===== config.mk =====
export PLATFORM = sky130hd
export DESIGN_NAME = motor_step_ctrl_flat
export DESIGN_NICKNAME = d
export VERILOG_FILES = /design/src/rtl/motor_step_ctrl_if.sv /design/src/rtl/motor_step_ctrl.sv /design/src/flat_wrapper.sv
export SDC_FILE = /design/constraint.sdc
export NUM_CORES = 1
export LEC_CHECK = 0
export BUFFER_PORTS_ARGS = -buffer_cell sky130_fd_sc_hd__buf_2
export CORE_AREA = 2 2 72 57
export DETAILED_ROUTE_END_ITERATION = 16
export DIE_AREA = 0 0 74 59
export PLACE_DENSITY = 0.74
export SLEW_MARGIN = 40
export SYNTH_ARGS = -nofsm -noshare
export SYNTH_HDL_FRONTEND = slang
export SYNTH_SLANG_ARGS = --single-unit

===== constraint.sdc =====
create_clock -name PWM -period 1.7 [get_ports PWM]
set_clock_uncertainty 0.15 [all_clocks]
set_input_delay 0.17 -clock PWM [delete_from_list [all_inputs] [get_ports PWM]]
set_output_delay 0.17 -clock PWM [all_outputs]
set_load 0.01 [all_outputs]

===== src/rtl/motor_step_ctrl_if.sv =====
// Command/status bundle of the stepper controller: motion commands in,
// coil pattern and status out.
interface motor_step_ctrl_if #(
    parameter int DW = 8
);
    logic          EN;
    logic          QR_in;
    logic [DW-1:0] geo_in;
    logic          geo_vld;
    logic [DW-1:0] gps_in;
    logic          gps_vld;
    logic [3:0]    M_OUT;
    logic          ro_motor;
    logic          dir;
    logic          busy;
    logic          done;

    modport master (
        output EN, QR_in, geo_in, geo_vld, gps_in, gps_vld,
        input  M_OUT, ro_motor, dir, busy, done
    );

    modport slave (
        input  EN, QR_in, geo_in, geo_vld, gps_in, gps_vld,
        output M_OUT, ro_motor, dir, busy, done
    );
endinterface


===== src/rtl/motor_step_ctrl.sv =====
// Stepper motor sequencer: counted moves (geo/gps), continuous QR-scan
// rotation with a fixed tail, pause/resume, full- or half-step coil patterns.
module motor_step_ctrl #(
    parameter int DW      = 8,
    parameter int DIV     = 4,
    parameter int HALF    = 0,
    parameter int QR_TAIL = 8
) (
    input logic               PWM,
    input logic               RST,
    motor_step_ctrl_if.slave  bus
);
    localparam int CW  = DW - 1;
    localparam int PSW = (DIV > 1) ? $clog2(DIV) : 1;
    localparam int TW  = (QR_TAIL > 0) ? $clog2(QR_TAIL + 1) : 1;

    typedef enum logic [2:0] {S_IDLE, S_MOVE, S_CONT, S_TAIL, S_HOLD} state_t;

    state_t          state_q, state_d, ret_q, ret_d;
    logic [2:0]      phase_q, phase_d;
    logic [PSW-1:0]  presc_q, presc_d;
    logic [CW-1:0]   cnt_q, cnt_d;
    logic [TW-1:0]   tail_q, tail_d;
    logic            dir_q, dir_d;
    logic [3:0]      m_out_q, m_out_d;
    logic            ro_q, ro_d;
    logic            busy_q, busy_d;
    logic            done_q, done_d;
    logic            step;
    logic            presc_wrap;
    logic            unused_gps_sign;

    assign unused_gps_sign = bus.gps_in[DW-1];

    function automatic logic [3:0] phase_pat(input logic [2:0] ph);
        logic [3:0] p;
        if (HALF != 0) begin
            case (ph)
                3'd0:    p = 4'b0001;
                3'd1:    p = 4'b0011;
                3'd2:    p = 4'b0010;
                3'd3:    p = 4'b0110;
                3'd4:    p = 4'b0100;
                3'd5:    p = 4'b1100;
                3'd6:    p = 4'b1000;
                default: p = 4'b1001;
            endcase
        end else begin
            case (ph[1:0])
                2'd0:    p = 4'b0001;
                2'd1:    p = 4'b0010;
                2'd2:    p = 4'b0100;
                default: p = 4'b1000;
            endcase
        end
        return p;
    endfunction

    // Full-step wraps modulo 4 by clearing the top bit of the 3-bit index.
    function automatic logic [2:0] next_phase(input logic [2:0] ph, input logic up);
        logic [2:0] n;
        n = up ? ph + 3'd1 : ph - 3'd1;
        if (HALF == 0) n[2] = 1'b0;
        return n;
    endfunction

    always_comb begin
        state_d    = state_q;
        ret_d      = ret_q;
        phase_d    = phase_q;
        presc_d    = presc_q;
        cnt_d      = cnt_q;
        tail_d     = tail_q;
        dir_d      = dir_q;
        done_d     = 1'b0;
        step       = 1'b0;
        presc_wrap = (presc_q == PSW'(DIV - 1));

        case (state_q)
            S_IDLE: begin
                if (bus.EN) begin
                    if (bus.QR_in) begin
                        dir_d   = 1'b1;
                        presc_d = '0;
                        state_d = S_CONT;
                    end else if (bus.geo_vld) begin
                        dir_d = ~bus.geo_in[DW-1];
                        cnt_d = bus.geo_in[DW-2:0];
                        if (bus.geo_in[DW-2:0] == '0) begin
                            done_d = 1'b1;
                        end else begin
                            presc_d = '0;
                            state_d = S_MOVE;
                        end
                    end else if (bus.gps_vld) begin
                        dir_d = 1'b1;
                        cnt_d = bus.gps_in[DW-2:0];
                        if (bus.gps_in[DW-2:0] == '0) begin
                            done_d = 1'b1;
                        end else begin
                            presc_d = '0;
                            state_d = S_MOVE;
                        end
                    end
                end
            end
            S_MOVE: begin
                if (!bus.EN) begin
                    ret_d   = S_MOVE;
                    state_d = S_HOLD;
                end else if (presc_wrap) begin
                    step    = 1'b1;
                    presc_d = '0;
                    cnt_d   = cnt_q - CW'(1);
                    if (cnt_q == CW'(1)) begin
                        state_d = S_IDLE;
                        done_d  = 1'b1;
                    end
                end else begin
                    presc_d = presc_q + PSW'(1);
                end
            end
            S_CONT: begin
                if (!bus.EN) begin
                    ret_d   = S_CONT;
                    state_d = S_HOLD;
                end else if (!bus.QR_in) begin
                    // Prescaler is kept so the tail continues the running cadence.
                    if (QR_TAIL == 0) begin
                        state_d = S_IDLE;
                        done_d  = 1'b1;
                    end else begin
                        tail_d  = TW'(QR_TAIL);
                        state_d = S_TAIL;
                    end
                end else if (presc_wrap) begin
                    step    = 1'b1;
                    presc_d = '0;
                end else begin
                    presc_d = presc_q + PSW'(1);
                end
            end
            S_TAIL: begin
                if (!bus.EN) begin
                    ret_d   = S_TAIL;
                    state_d = S_HOLD;
                end else if (presc_wrap) begin
                    step    = 1'b1;
                    presc_d = '0;
                    tail_d  = tail_q - TW'(1);
                    if (tail_q == TW'(1)) begin
                        state_d = S_IDLE;
                        done_d  = 1'b1;
                    end
                end else begin
                    presc_d = presc_q + PSW'(1);
                end
            end
            S_HOLD: begin
                if (bus.EN) state_d = ret_q;
            end
            default: state_d = S_IDLE;
        endcase

        if (step) phase_d = next_phase(phase_q, dir_q);

        m_out_d = (state_d == S_IDLE) ? 4'b0000 : phase_pat(phase_d);
        ro_d    = (state_d == S_MOVE) || (state_d == S_CONT) || (state_d == S_TAIL);
        busy_d  = (state_d != S_IDLE);
    end

    always_ff @(posedge PWM or posedge RST) begin
        if (RST) begin
            state_q <= S_IDLE;
            ret_q   <= S_IDLE;
            phase_q <= '0;
            presc_q <= '0;
            cnt_q   <= '0;
            tail_q  <= '0;
            dir_q   <= 1'b0;
            m_out_q <= 4'b0000;
            ro_q    <= 1'b0;
            busy_q  <= 1'b0;
            done_q  <= 1'b0;
        end else begin
            state_q <= state_d;
            ret_q   <= ret_d;
            phase_q <= phase_d;
            presc_q <= presc_d;
            cnt_q   <= cnt_d;
            tail_q  <= tail_d;
            dir_q   <= dir_d;
            m_out_q <= m_out_d;
            ro_q    <= ro_d;
            busy_q  <= busy_d;
            done_q  <= done_d;
        end
    end

    assign bus.M_OUT    = m_out_q;
    assign bus.ro_motor = ro_q;
    assign bus.dir      = dir_q;
    assign bus.busy     = busy_q;
    assign bus.done     = done_q;
endmodule


===== src/flat_wrapper.sv =====
// flat-port wrapper written by rule: the top's interface ports become plain ports
module motor_step_ctrl_flat 
#(
    parameter int DW      = 8,
    parameter int DIV     = 4,
    parameter int HALF    = 0,
    parameter int QR_TAIL = 8
)
  (PWM, RST, bus_EN, bus_QR_in, bus_geo_in, bus_geo_vld, bus_gps_in, bus_gps_vld, bus_M_OUT, bus_ro_motor, bus_dir, bus_busy, bus_done);
  motor_step_ctrl_if #(.DW(DW)) bus_i ();
  input logic PWM;
  input logic RST;
  input wire logic [$bits(bus_i.EN)-1:0] bus_EN;
  input wire logic [$bits(bus_i.QR_in)-1:0] bus_QR_in;
  input wire logic [$bits(bus_i.geo_in)-1:0] bus_geo_in;
  input wire logic [$bits(bus_i.geo_vld)-1:0] bus_geo_vld;
  input wire logic [$bits(bus_i.gps_in)-1:0] bus_gps_in;
  input wire logic [$bits(bus_i.gps_vld)-1:0] bus_gps_vld;
  output wire logic [$bits(bus_i.M_OUT)-1:0] bus_M_OUT;
  output wire logic [$bits(bus_i.ro_motor)-1:0] bus_ro_motor;
  output wire logic [$bits(bus_i.dir)-1:0] bus_dir;
  output wire logic [$bits(bus_i.busy)-1:0] bus_busy;
  output wire logic [$bits(bus_i.done)-1:0] bus_done;
  assign bus_i.EN = bus_EN;
  assign bus_i.QR_in = bus_QR_in;
  assign bus_i.geo_in = bus_geo_in;
  assign bus_i.geo_vld = bus_geo_vld;
  assign bus_i.gps_in = bus_gps_in;
  assign bus_i.gps_vld = bus_gps_vld;
  assign bus_M_OUT = bus_i.M_OUT;
  assign bus_ro_motor = bus_i.ro_motor;
  assign bus_dir = bus_i.dir;
  assign bus_busy = bus_i.busy;
  assign bus_done = bus_i.done;
  motor_step_ctrl #(.DW(DW), .DIV(DIV), .HALF(HALF), .QR_TAIL(QR_TAIL)) u_core (.PWM(PWM), .RST(RST), .bus(bus_i));
endmodule

==> impl_results.md, run 1 <==
* Num CTS Buffers at 3
* Clk_lat worst skew at between 0.2 and 0.3 ns
* Hold WC Path Type: primary input to flip-flop
* Worst Path Class, Setup: flip-flop to flip-flop
* DRT Pass-1 Iters at 4
* Largest net degree at the start of global routing at 29
* Setup_tns at -2.75 ns
* GRT met3 Usage at 0.0561
* Final-report max-slew violation count at 0
* Core region area at between 3000 and 4000 µm²
* Top-count cell post-synth: dfrtp_1
* Clk slew on worst S/H paths at ~0.11 ns
* Die ar. at about 4400 µm²
* Initial antenna violation count at 0
* Row cnt at 19
* Io pins at 30
* Die X at 74 µm
* Main synth FF type: dfrtp_1
* Synth warnings at 0
* H-tree depth at 1
* Fin. Hold Viols at 0
* Cell accounting for the most synthesized area: dfrtp_1
* Fmax at about 0.5 GHz
* CP required at 1.72 ns
* First-pass GRT wire length at 7.91 mm
* Initial Util at 0.487
* Post-Syn Area per Cell at between 9 and 10 µm²
* Wirelength per Cell at about 17 µm
* Post-route cell area at approximately 2600 µm²
* Syn Inst Count at 175
* Fraction of registers with async set/reset at 1.00
* Vias in the first global route at about 1,700
* Starting DRT DRC Count at 139
* CP endpoint kind: flip-flop
* Vias per cell at 5.68
* Final ANT Viol Nets at 0
* GRT Overall Usage at 0.236
* DR DRC count at 0
* Detailed Place HPWL at between 3 and 4 mm
* Relative slew slack at 0.753
* Total vias in the final route at ~1,800
* Total gr overflow at 0
* Grt peak-use layer: met2
* Total Power at between 4 and 5 mW
* Total routed wirelength at 5.38 mm
* Sequential-to-total area share from yosys stat at 0.401
* Worst vdd ir at 0.683 mV
* Pwr dens at 1540 nW/µm²
* Die H at around 59 µm
* Largest cells by area after synthesis: dfrtp_1 (40%), ha_1 (3.6%), mux2i_1 (3.4%)
* Actual slew at the worst max-slew pin at 0.368 ns
* Grt met1 use at 0.303
* Post-synth top cells: dfrtp_1 (28), nand2_1 (15), o21ai_0 (11)
* Worst hold slack at 0.191 ns
* CTS Sinks at 28
* Nets at between 200 and 300
* Fin crit share at 1.18
* Leak Pwr at around 1.2 nW
* Share of the synthesized area in the top cell type at 0.401
* GPL Wtd Cong at 0.827
* Syn nets at roughly 200
* CP arrival at 2.03 ns
* Largest fanout on the critical path at 7
* Synth Register Bits at 28
* Max-cap violations at 0
* CTS Root Cell: clkbuf_8
* Final worst slack at -0.310 ns
* Routing usage on met2 at 0.409
* Setup violators final at 16
* RSZ-0062 raised after global routing: true
* Post-DP Area at around 2300 µm²
* Share of cells above drive strength 1 at 0.498
* Post-synth EDFFs at 0
* Tmin final at between 2 and 2.5 ns
* ANT cells at 0
* Startpoint Class: flip-flop
* Area growth from synthesis to layout at 50.8%
* PortBufs at 28
* Number of distinct library cells after synthesis at between 40 and 50
* TritonCTS clock tree: built
* Status: finished, violations left
* Max Root-Sink Buffers at 2
* Failing checks: negative setup slack
* Mapped cell area at around 1700 µm²
logic make-up (layout without fill, tap and decap cells):
kind of cell	count (synthesis)	after routing	synth area share
buf+inv	15	102	0.0422
compound gates	46	46	0.215
fa+ha+maj	5	5	0.0358
flops	28	28	0.401
simple gates	70	71	0.247
mux	6	6	0.0344
xor+xnor	5	5	0.0251
worst paths after layout:
| kind | from | endpoint | slack [ns] | cells past startpoint |
|---|---|---|---|---|
| worst min-delay path | bus_gps_in[0] | u_core.cnt_q[0] | 0.19 | 3 |
| worst max-delay path | u_core.state_q[1] | u_core.bus.M_OUT[1] | -0.31 | 6 |
| min in group asynchronous | RST | u_core.bus.done | 0.33 | 4 |
| max in group asynchronous | RST | u_core.state_q[2] | 0.76 | 4 |
| worst min register to register | u_core.ret_q[1] | u_core.ret_q[1] | 0.34 | 2 |
| worst max register to register | u_core.state_q[1] | u_core.bus.M_OUT[1] | -0.31 | 6 |
what timing repair did:
action | 4_1_cts | 5_1_grt
hold buffers | 4 | 0
pin swaps | 16 | 9
endpoints found under the hold margin | 30 | 0
gates resized for setup | 19 | 14
setup endpoints to repair | 17 | 18
cloned | 1 | 0
setup buffers | 7 | 11
power breakdown:
part | internal [mW] | leakage (nW) | switching, mW
registers | 0.939 | 0.344 | 0.241
clock network | 0.316 | 0.0357 | 0.224
logic | 1.21 | 0.861 | 1.14
total | 2.46 | 1.24 | 1.60
area by class of cell:
class / count / area, µm²
multi-input combinational: 133 / 1140
clock buffer: 3 / 41.3
tap: 52 / 65.1
fill: 215 / 953
sequential: 28 / 704
clock inverter: 1 / 30.0
timing repair buffer: 90 / 623
inverter: 8 / 30.0
placed cells by master, fill, tap and decap left out, types with 4 or more instances in the layout:
master         count
nand3_1            4
nand2_1           15
a22o_1             5
o21ai_0            8
buf_4             56
a21oi_1            5
nor2_1             8
nand2b_1           5
dlygate4sd3_1      4
buf_2             28
dfrtp_1           25
inv_1              7
mux2i_1            6
xor2_1             4
state kept, by name, indices dropped and copies added, names as in the netlist:
signal,flops
u_core.bus.M_OUT,4
u_core.bus.busy,1
u_core.bus.dir,1
u_core.bus.done,1
u_core.bus.ro_motor,1
u_core.cnt_q,7
u_core.phase_q,2
u_core.presc_q,2
u_core.ret_q,2
u_core.state_q,3
u_core.tail_q,4
worst max-delay path, stage by stage, from the launching register on:
cell     delay, ns
dfrtp_2       0.43
buf_4         0.17
o21ba_2       0.21
o21ai_0       0.26
nand4_1       0.23
nor3_4        0.34
nor3_1        0.11
per-stage QoR:
stage	setup slack, ns	util	std cells
global placement	-0.206	0.629	289
finish	-0.310	0.734	315
global route	-0.360	0.734	315
floorplan	-0.000324	-	175
CTS	-0.205	0.697	305
detailed placement	-0.251	0.629	289
layer usage:
layer,routed length [µm],vias up,part of all wire
li1,-,828,-
met1,2200,842,0.41
met2,2650,104,0.49
met3,436,14,0.081
met4,94,0,0.017
met5,0,-,0
(Power assumes the default switching activity.)
==> run 2, diff against run 1 <==
--- a/config.mk
+++ b/config.mk
@@ -8,4 +8,5 @@
 export BUFFER_PORTS_ARGS = -buffer_cell sky130_fd_sc_hd__buf_2
 export CORE_AREA = 2 2 72 57
+export CTS_CLUSTER_DIAMETER = 120
 export DETAILED_ROUTE_END_ITERATION = 16
 export DIE_AREA = 0 0 74 59
==> constraint.sdc (replaced) <==
create_clock -name PWM -period 1.7 [get_ports PWM]
set_clock_uncertainty 0.15 [all_clocks]
set_input_delay 0.34 -clock PWM [delete_from_list [all_inputs] [get_ports PWM]]
set_output_delay 0.34 -clock PWM [all_outputs]
set_load 0.01 [all_outputs]
==> run 2 against run 1 <==
- critical path type unchanged
- largest power group unchanged
- first-iteration DRC count down 45%
- non-clock buffer count up 4
- design area down 0.33%
- clock power down 0.7%
- the flow still finishes with violations (negative setup slack)
- worst setup slack better by 0.028 ns
- sequential power about the same
- die area unchanged
==> impl_results.md, run 2 (synthesis gave the netlist of run 1 again) <==
* Status: finished, violations left
* Failing checks: negative setup slack
* Worst vdd ir at 0.979 mV (+43%)
* Area growth from synthesis to layout at 50.3%
* CTS Root Cell: clkbuf_8
* Max-cap violations at 0 (unchanged)
* Share of cells above drive strength 1 at 0.500 (+0.00190)
* CP endpoint kind: flip-flop
* Core region area at 3590 µm² (unchanged)
* Vias per cell at 5.35 (-5.8%)
* Placed Cells at 304 (+5.2%)
* GRT Overall Usage at 0.231 (-0.00493)
* TritonCTS clock tree: built
* Max Root-Sink Buffers at 2 (unchanged)
* Worst Path Class, Setup: flip-flop to flip-flop
* Final ANT Viol Nets at 0 (unchanged)
* PortBufs at 28 (unchanged)
* DRT Pass-1 Iters at 4 (unchanged)
* Routing usage on met2 at 0.375 (-0.0344)
* Setup violators final at 17 (+1)
* Most common cell after layout, fill and taps aside: buf_4
* Grt met1 use at 0.333 (+0.0304)
* Relative slew slack at 0.758 (+0.00551)
* Die H at 59 µm (unchanged)
* Final-report max-slew violation count at 0 (unchanged)
* Register with the most flip-flops: u_core.cnt_q
* Tmin final at 1.98 ns (-0.0282 ns)
* Total Power at 3.95 mW (-2.8%)
* Starting DRT DRC Count at 76 (-45%)
* Io pins at 30 (unchanged)
* Row cnt at 19 (unchanged)
* CTS Sinks at 28 (unchanged)
* Initial Util at 0.487 (unchanged)
* Initial antenna violation count at 0 (unchanged)
* Die ar. at 4370 µm² (unchanged)
* Most frequent cells in the layout: buf_4 (62), buf_2 (26), dfrtp_1 (25)
* Total routed wirelength at 4.74 mm (-12%)
* Nets at 294 (+1.0%)
* GPL Wtd Cong at 0.893 (+8.1%)
* Largest net degree at the start of global routing at 29 (unchanged)
* Setup_tns at -2.01 ns (+0.739 ns)
* Fin crit share at 1.17 (-0.0166)
* GRT met3 Usage at 0.0306 (-0.0255)
* Num CTS Buffers at 3 (unchanged)
* Fmax at 0.505 GHz (+1.4%)
* Startpoint Class: flip-flop
* Clk_lat worst skew at 0.28 ns (about the same)
* ANT cells at 0 (unchanged)
* H-tree depth at 1 (unchanged)
* Leak Pwr at 1.25 nW (+0.71%)
* Largest fanout on the critical path at 5 (-2)
* Setup WS pre-CTS at -0.355 ns (-0.104 ns)
* Wirelength per Cell at 14.9 µm (-13%)
* Final worst slack at -0.281 ns (+0.0282 ns)
* Grt peak-use layer: met2
* Total vias in the final route at 1,700 (-4.9%)
* Fillers at 243 (+13%)
* Detailed Place HPWL at 3.21 mm (-4.0%)
* Clk slew on worst S/H paths at 0.10 ns (about the same)
* First-pass GRT wire length at 7.69 mm (-2.8%)
* Fin. Hold Viols at 0 (unchanged)
* Die X at 74 µm (unchanged)
* RSZ-0062 raised after global routing: true
* CP arrival at 1.99 ns (-0.04 ns)
* FF/Latch Area at 704 µm² (unchanged)
* CP required at 1.71 ns (about the same)
* Multi-input gate area at 1090 µm² (-4.2%)
* Vias in the first global route at 1,625 (-6.9%)
* Actual slew at the worst max-slew pin at 0.363 ns (-0.00488 ns)
* Pwr dens at 1500 nW/µm² (-2.5%)
* Hold WC Path Type: primary input to flip-flop
* Max reg flops at 7 (unchanged)
* Total gr overflow at 0 (unchanged)
* Non-filler cells, final at 318 (+0.95%)
* DR DRC count at 0 (unchanged)
run 2: layout make-up:
class	instances	share of cell area
flip-flops and latches	28	0.268
multi-input cells	132	0.417
well taps	52	0.0248
clock inverters	1	0.0114
clock buffers	3	0.0157
repair buffers	94	0.252
inverters	8	0.0114
run 2: path summary, 6_finish.rpt:
kind	from	end	slack (ns)	depth (start not counted)
worst max-delay path	u_core.presc_q[0]	u_core.bus.M_OUT[2]	-0.28	7
worst min-delay path	bus_geo_in[7]	u_core.bus.dir	0.1	2
worst max register to register	u_core.presc_q[0]	u_core.bus.M_OUT[2]	-0.28	7
worst min register to register	u_core.ret_q[0]	u_core.ret_q[0]	0.35	2
max in group asynchronous	RST	u_core.state_q[1]	0.60	4
min in group asynchronous	RST	u_core.bus.dir	0.51	4
run 2: critical path: stages, from the launching register on:
cell,delay (ns)
dfrtp_1,0.37
ha_2,0.18
nor4bb_4,0.27
buf_4,0.17
o311a_1,0.17
nand4_1,0.19
nor3_4,0.28
nor3b_1,0.09
run 2: timing repair:
item	in CTS	in global routing
setup buffers	4	5
hold buffers	1	0
gates resized for setup	21	15
endpoints found under the hold margin	28	0
pin swaps	10	4
setup endpoints to repair	20	21
run 2: report_power, final:
part,total [mW],internal [mW],switching (mW)
registers,1.20,0.939,0.257
logic,2.22,1.21,1.01
clock network,0.536,0.315,0.221
run 2: per-stage QoR:
step,hold slack (ns),util,instance area (µm²)
floorplan,0.255,-,1770
global placement,0.274,0.653,2340
detailed placement,0.278,0.653,2340
CTS,0.0895,0.706,2530
global route,0.0953,0.732,2630
finish,0.0991,0.732,2630
run 2: per-layer routing:
layer | vias to the layer above | share of wire
met4 | 0 | 0.011
met2 | 55 | 0.46
met3 | 6 | 0.051
met1 | 809 | 0.47
met5 | - | 0
li1 | 830 | -
